**src/rtl/instr_fetch_decode.sv**
```systemverilog
// ---------------------------------------------------------------------------
// instr_fetch_decode
//
// Purpose: fetches 16-bit instructions from memory, latches them into the
// instruction register (IR) and drives the decoded fields. Instructions with
// opcode 101 or 110 start the downstream controller with a one-cycle pulse on s.
// The fetch unit then waits for ctrl_done before it fetches again. Any other
// opcode is skipped and reported with a one-cycle pulse on bad_instr.
//
// Optional feature: when the macro INSTR_FETCH_HALT_EN is defined, opcode 111
// parks the unit in SHALT until reset. When the macro is undefined, opcode 111
// is skipped like any other undecodable opcode and halted is tied low.
//
// Ports:
//   clk, reset           clock; synchronous active-high reset
//   mem_req, mem_addr    instruction read request / address (= pc)
//   mem_ack, mem_rdata   read accepted / instruction word (same cycle)
//   s                    one-cycle start pulse to the controller
//   ctrl_done            controller finished; only honoured in SWAIT
//   opcode, op, ALUop,
//   shift                decoded IR fields
//   nsel                 one-hot register select (001 Rn, 010 Rd, 100 Rm)
//   readnum, writenum    selected register field (000 if nsel not one-hot)
//   sximm8, sximm5       sign-extended immediates
//   bad_instr            one-cycle pulse when an instruction was skipped
//   halted               high while in SHALT
//   pc                   current program counter
//   dbg_state_o          current FSM state, for observation
//
// Memory handshake: mem_req is the valid and mem_ack is the ready. A read
// transfers on the rising edge where both are high. mem_rdata is sampled on
// that same edge. mem_req and mem_addr stay stable until the transfer
// happens. mem_ack is ignored while mem_req is low.
// ---------------------------------------------------------------------------
module instr_fetch_decode #(
    parameter int unsigned         PC_W     = 8,
    parameter logic [PC_W-1:0]     RESET_PC = '0
) (
    input  logic            clk,
    input  logic            reset,
    output logic            mem_req,
    output logic [PC_W-1:0] mem_addr,
    input  logic            mem_ack,
    input  logic [15:0]     mem_rdata,
    output logic            s,
    input  logic            ctrl_done,
    output logic [2:0]      opcode,
    output logic [1:0]      op,
    output logic [1:0]      ALUop,
    output logic [1:0]      shift,
    input  logic [2:0]      nsel,
    output logic [2:0]      readnum,
    output logic [2:0]      writenum,
    output logic [15:0]     sximm8,
    output logic [15:0]     sximm5,
    output logic            bad_instr,
    output logic            halted,
    output logic [PC_W-1:0] pc,
    output logic [1:0]      dbg_state_o
);

    typedef enum logic [1:0] {
        SFETCH = 2'd0,
        SSTART = 2'd1,
        SWAIT  = 2'd2,
        SHALT  = 2'd3
    } state_t;

    state_t          state_q, state_d;
    logic [PC_W-1:0] pc_q, pc_d;
    logic [15:0]     ir_q, ir_d;
    logic            bad_q, bad_d;
    logic [2:0]      regnum;

    always_ff @(posedge clk) begin
        if (reset) begin
            state_q <= SFETCH;
            pc_q    <= RESET_PC;
            ir_q    <= '0;
            bad_q   <= 1'b0;
        end else begin
            state_q <= state_d;
            pc_q    <= pc_d;
            ir_q    <= ir_d;
            bad_q   <= bad_d;
        end
    end

    always_comb begin
        state_d = state_q;
        pc_d    = pc_q;
        ir_d    = ir_q;
        bad_d   = 1'b0;
        unique case (state_q)
            SFETCH: begin
                if (mem_ack) begin
                    ir_d = mem_rdata;
                    // The adder has the same width as pc, so an all-ones pc wraps to zero.
                    pc_d = pc_q + {{(PC_W-1){1'b0}}, 1'b1};
                    unique case (mem_rdata[15:13])
                        3'b101, 3'b110: state_d = SSTART;
                        3'b111: begin
`ifdef INSTR_FETCH_HALT_EN
                            state_d = SHALT;
`else
                            bad_d   = 1'b1;
`endif
                        end
                        default: bad_d = 1'b1;
                    endcase
                end
            end
            SSTART: state_d = SWAIT;
            SWAIT:  if (ctrl_done) state_d = SFETCH;
            SHALT:  state_d = SHALT;
            default: state_d = SFETCH;
        endcase
    end

    // Moore outputs: each one depends only on registered state.
    assign mem_req     = (state_q == SFETCH);
    assign mem_addr    = pc_q;
    assign s           = (state_q == SSTART);
    assign bad_instr   = bad_q;
    assign pc          = pc_q;
    assign dbg_state_o = state_q;

`ifdef INSTR_FETCH_HALT_EN
    assign halted = (state_q == SHALT);
`else
    assign halted = 1'b0;
`endif

    // Decode works directly on IR. IR changes only when a fetch is accepted.
    assign opcode = ir_q[15:13];
    assign op     = ir_q[12:11];
    assign ALUop  = ir_q[12:11];
    assign shift  = ir_q[4:3];
    assign sximm8 = {{8{ir_q[7]}}, ir_q[7:0]};
    assign sximm5 = {{11{ir_q[4]}}, ir_q[4:0]};

    always_comb begin
        unique case (nsel)
            3'b001:  regnum = ir_q[10:8];
            3'b010:  regnum = ir_q[7:5];
            3'b100:  regnum = ir_q[2:0];
            default: regnum = 3'b000;
        endcase
    end

    assign readnum  = regnum;
    assign writenum = regnum;

endmodule

```
**config.mk**
```make
export PLATFORM = sky130hd
export DESIGN_NAME = instr_fetch_decode
export DESIGN_NICKNAME = d
export VERILOG_FILES = /design/src/rtl/instr_fetch_decode.sv
export SDC_FILE = /design/constraint.sdc
export NUM_CORES = 1
export LEC_CHECK = 0
export BUFFER_PORTS_ARGS = -buffer_cell sky130_fd_sc_hd__buf_2
export CORE_ASPECT_RATIO = 0.7
export CORE_MARGIN = 2
export CORE_UTILIZATION = 40
export CTS_CLUSTER_SIZE = 8
export DETAILED_ROUTE_END_ITERATION = 8
export MAX_ROUTING_LAYER = met4
export PLACE_DENSITY = 0.73
export SYNTH_ARGS = -nofsm -noshare
export SYNTH_HDL_FRONTEND = slang
export SYNTH_SLANG_ARGS = --single-unit
```
**constraint.sdc**
```tcl
create_clock -name clk -period 1.7 [get_ports clk]
set_input_delay 0.255 -clock clk [delete_from_list [all_inputs] [get_ports clk]]
set_output_delay 0.255 -clock clk [all_outputs]
set_load 0.02 [all_outputs]
```
* Word level (Yosys, flattened, before mapping) *
Cells that the tools add are included.

storage, ports and cells
  logic and storage cells = 29
  register bits = 27

operators by class
  reduce and logical (&&, ||, !) cells = 5
  bitwise logic cells = 2
  eq/ne operators = 11
  add/sub/neg operators = 1
  multiplexer cells = 6

operators with widths
  cell                                                 number
  equality test 3 bit, second input constant           3
  one-hot mux 3 bit (3 select lines)                   1
  adder 8 x 1 -> 8 bit, second input constant          1
  one-hot mux 2 bit (4 select lines)                   1
  two-way mux 2 bit                                    3
  equality test 2 bit, second input constant           2
  != test 2 x 1 -> 1 bit, second input constant        2
  equality test 3 x 1 -> 1 bit, second input constant  1
  equality test 3 x 2 -> 1 bit, second input constant  1
  AND reduction 3 bit                                  1
  OR reduction 3 bit                                   1
  equality test 2 x 1 -> 1 bit, second input constant  1
  zero test 2 bit                                      1
  != test 2 bit, second input constant                 1
  inverter 1 bit                                       2
  AND reduction 2 bit                                  1
  OR reduction 2 bit                                   1
  two-way mux 1 bit                                    1

* Logic depth before layout (Yosys ltp) *
  depth after elaboration = 5
  depth in mapped cells = 8

* Worst setup path after synthesis *
OpenSTA, ideal clock, no wires.

  path type = register -> register
  start = register state_q[0], in the netlist dbg_state_o[0]
  end = register pc_q[2], in the netlist mem_addr[2]
  library setup time = 116 ps
  slack = 11 ps
  path buffers = 2
  period minus slack after synthesis = 1,689 ps
  data arrival time = 1,573 ps
  stages on the path, launching flop included = 9
  cell sequence = dfxtp_1 -> inv_1 -> ha_1 -> and2_1 -> buf_6 -> buf_6 -> nand2_1 -> xor2_1 -> nor2_2

on the way
  longest elaborated chain between the ends = 2

ends and longest elaborated chain
  element                        RTL line  text
  from (decl)                    69        state_t state_q, state_d;
  from (signal assigned)         82        state_q <= state_d;
  zero test 2 bit                --
  via mem_req                    41        output logic mem_req,
  AND reduction 2 bit (no line)  --
  to (signal assigned)           83        pc_q <= pc_d;
  to (decl)                      70        logic [PC_W-1:0] pc_q, pc_d;

The timed path passes the listed nets, and every way through them passes these cells.
A chain may end at the register's enable or synchronous reset.

* Worst setup path after layout *
  start = register ir_q[7]
  end = output writenum[2]

on the way
  longest elaborated chain between the ends = 1

ends and longest elaborated chain
  element                             RTL line  text
  from (decl)                         71        logic [15:0] ir_q, ir_d;
  from (signal assigned)              84        ir_q <= ir_d;
  one-hot mux 3 bit (3 select lines)  143       unique case (nsel)
  to (decl)                           53        output logic [2:0] writenum,

No other way between the ends.

==> impl_metrics.ini <==
[sta]
hold_violations = 0
finalCriticalPeriod_ps = 1530
fin_crit_sh = 0.899
max_freq_mhz = 655
rsz0062_at_grt = no
drv_slew = 0
fin_tns_setup_ps = 0
setup_viol = 0
finClkSkew_ps = 5.73
worst_slack_ps = 172

[cells_and_area]
area_growth_pct = 10.0
drive_above_1_share = 0.436
fin_util = 0.449
n_antenna_cell = 0
fill_cells = 418
final_cells = 286
fin_nets = 263

[synth]
syn_area_per_cell_um2 = 8.05
synthArstFlopShare = 0
synthCells = 195
yosysWarningCount = 0
ys_ff_latch = 27
synth_top_cell_by_area = dfxtp_1
ys_top_cells_by_count = buf_4, nand2_1, dfxtp_1, a21oi_1, nor2_1
synth_nets = 223
synth_area_um2 = 1570
synthDistinctLibCells = 27
yosys-top-cells-area = dfxtp_1, buf_4, nand2_1
seq_area_frac_synth = 0.344
synth_flop_cell = dfxtp_1
yosysMostFrequentCell = buf_4
synth_top_area_share = 0.344
synth_edf_count = 0

[drt]
first_pass_iters = 4
viasPerCell = 4.36
drt_iter0_markers = 41
ant_nets = 0
routed_wl_um = 2960
vias = 1247
remaining_drc_errors = 0
drt-wirelength-per-cell_um = 10.3

[global_route]
track_usage = 0.133
grt_pass1_wl_um = 4680
grt_max_degree = 17
antenna_found_initial = 0
grt_pass1_vias = 1013
overflow = 0

[hold_path]
worstHoldStart = mem_rdata[7]
min_to = ir_q[7]$_SDFFE_PP0P_
whs_path_depth = 3
hold_path.class = in2reg

[power]
p_per_area_nw_per_um2 = 1230
switchingPower_w = 0.000905
power.internal_w = 0.00122
p_clk_frac = 0.175
p_leak_nw = 0.932
switching_share = 0.425
peakVddDrop_v = 0.000690
combPwrFrac = 0.439
seqPwrFrac = 0.386

[clock_network]
worstSkewPairLatency_ps = 270
root_buffer = clkbuf_8
cts_setup_buffers = 0
numCtsBuffers = 3
ctsHoldBuffers = 0
path_clk_slew_ps = 100
cts_tree = built
cts-resized-gates = 0
cts_buffer_depth = 2
htreeDepth = 1
clock-sinks = 27

[run]
maxCapViolCount = 0

[setup_path]
rrSetupSlack_ps = 210
cpLargestDelayFamily = flip-flops
r2r_cells = 6
path_class = reg2out
crit_chain = a22oi_1 > o21ai_0 > buf_2
cp_num_buf_inv = 1
critical_path.max_fanout = 11
crit_slowest_cell = dfxtp_1
crit_path_end_kind = primary output
worstSetupStartpointType = flip-flop
arrival_ps = 1270
reg2reg_to = dbg_state_o[0]$_SDFFE_PP0P_
critPathRequiredTime_ps = 1440
r2r-start = dbg_state_o[0]$_SDFFE_PP0P_
max_stage_delay_ps = 470

[floorplan]
initial_core_util = 0.408
die_x_um = 78.9
dieHeight_um = 56.4
die-area_um2 = 4450
num_rows = 19
core_um2 = 3850
pin_count = 92

[place]
dp_hpwl_um = 2300
numPortBuffers = 90
preCtsSetupSlack_ps = 223
place.gp.congestion = 0.759
dp_cells = 282

[run_status]
status = finished, final reports clean
==> power groups by stage <==
stage          Combinational, W  Sequential (W)  Clock, W
2_1_floorplan          0.000841        0.000866         0
3_3_place_gp           0.000935        0.000834         0
3_5_place_dp           0.000942        0.000838         0
4_1_cts                0.000944        0.000823  0.000392
5_1_grt                 0.00101        0.000843  0.000415
6_report               0.000935        0.000821  0.000373
==> flip-flops by register name (all words and copies together) (netlist names) <==
name,cells
mem_addr,8
dbg_state_o,2
ir_q,16
bad_instr,1
==> worst min-delay path: stages <==
cell	delay [ps]
buf_2	100
nand2_1	40
a21oi_1	50
==> layout make-up <==
class | count | area, um^2 | share of cell area
clock buffers | 3 | 41.3 | 0.0239
clock inverters | 1 | 7.51 | 0.00434
inverters | 2 | 7.51 | 0.00434
multi-input cells | 106 | 578 | 0.335
flip-flops and latches | 27 | 541 | 0.313
well taps | 52 | 65.1 | 0.0377
repair buffers | 95 | 488 | 0.282
==> layout by cell type, fill, tap and decap left out <==
cell type / n
a21oi_1: 17
buf_2: 90
a211oi_1: 1
dfxtp_1: 27
nor2_2: 1
nand2_1: 41
o21ai_0: 3
and3_1: 2
xor2_1: 7
nor3b_1: 1
o21bai_1: 1
nor2_1: 10
xnor2_1: 1
nand2b_1: 1
and2_1: 1
a21oi_2: 1
inv_1: 2
clkinvlp_4: 1
a22oi_1: 3
ha_1: 5
conb_1: 1
mux2_2: 1
nand4_1: 4
mux2i_1: 1
clkbuf_8: 3
buf_4: 5
nor2b_1: 3
==> per-layer routing <==
layer	vias up	share of wire	global-route usage	wire length, um
li1	648	-	-	-
met1	545	0.50	0.180	1470
met2	52	0.42	0.205	1240
met3	2	0.081	0.0450	239
met4	0	0.0014	0.00739	4
met5	-	0	-	0
==> per-stage QoR <==
stage,power (W),hold slack [ps],area [um^2]
5_1_grt,0.00227,204,1730
2_1_floorplan,0.00171,355,1570
4_1_cts,0.00216,202,1730
3_5_place_dp,0.00178,449,1680
6_report,0.00213,206,1730
3_3_place_gp,0.00177,444,1680
==> worst max path at each step <==
| stage | startpoint | to | slack (ps) | depth (start not counted) |
|---|---|---|---|---|
| floorplan | dbg_state_o[0]$_SDFFE_PP0P_ | mem_addr[2]$_SDFFE_PP0P_ | 10 | 8 |
| global placement | dbg_state_o[1]$_SDFFE_PP0P_ | mem_addr[0]$_SDFFE_PP0P_ | 280 | 6 |
| detailed placement | dbg_state_o[0]$_SDFFE_PP0P_ | dbg_state_o[0]$_SDFFE_PP0P_ | 220 | 6 |
| global route | ir_q[7]$_SDFFE_PP0P_ | writenum[2] | 30 | 3 |
| finish | ir_q[7]$_SDFFE_PP0P_ | writenum[2] | 170 | 3 |
| CTS | ir_q[7]$_SDFFE_PP0P_ | writenum[2] | 150 | 3 |
==> cells by family after synthesis <==
logic type                 share of synthesized area
xor gates and xnor gates                      0.0446
muxes                                         0.0135
adders and majority gates                     0.0398
AOI/OAI and AO/OA                             0.0932
and+or+nand+nor                                0.175
DFF                                            0.344
buffers and inverters                          0.288
other                                        0.00239
No activity file was read; power rests on OpenSTA's default activity.
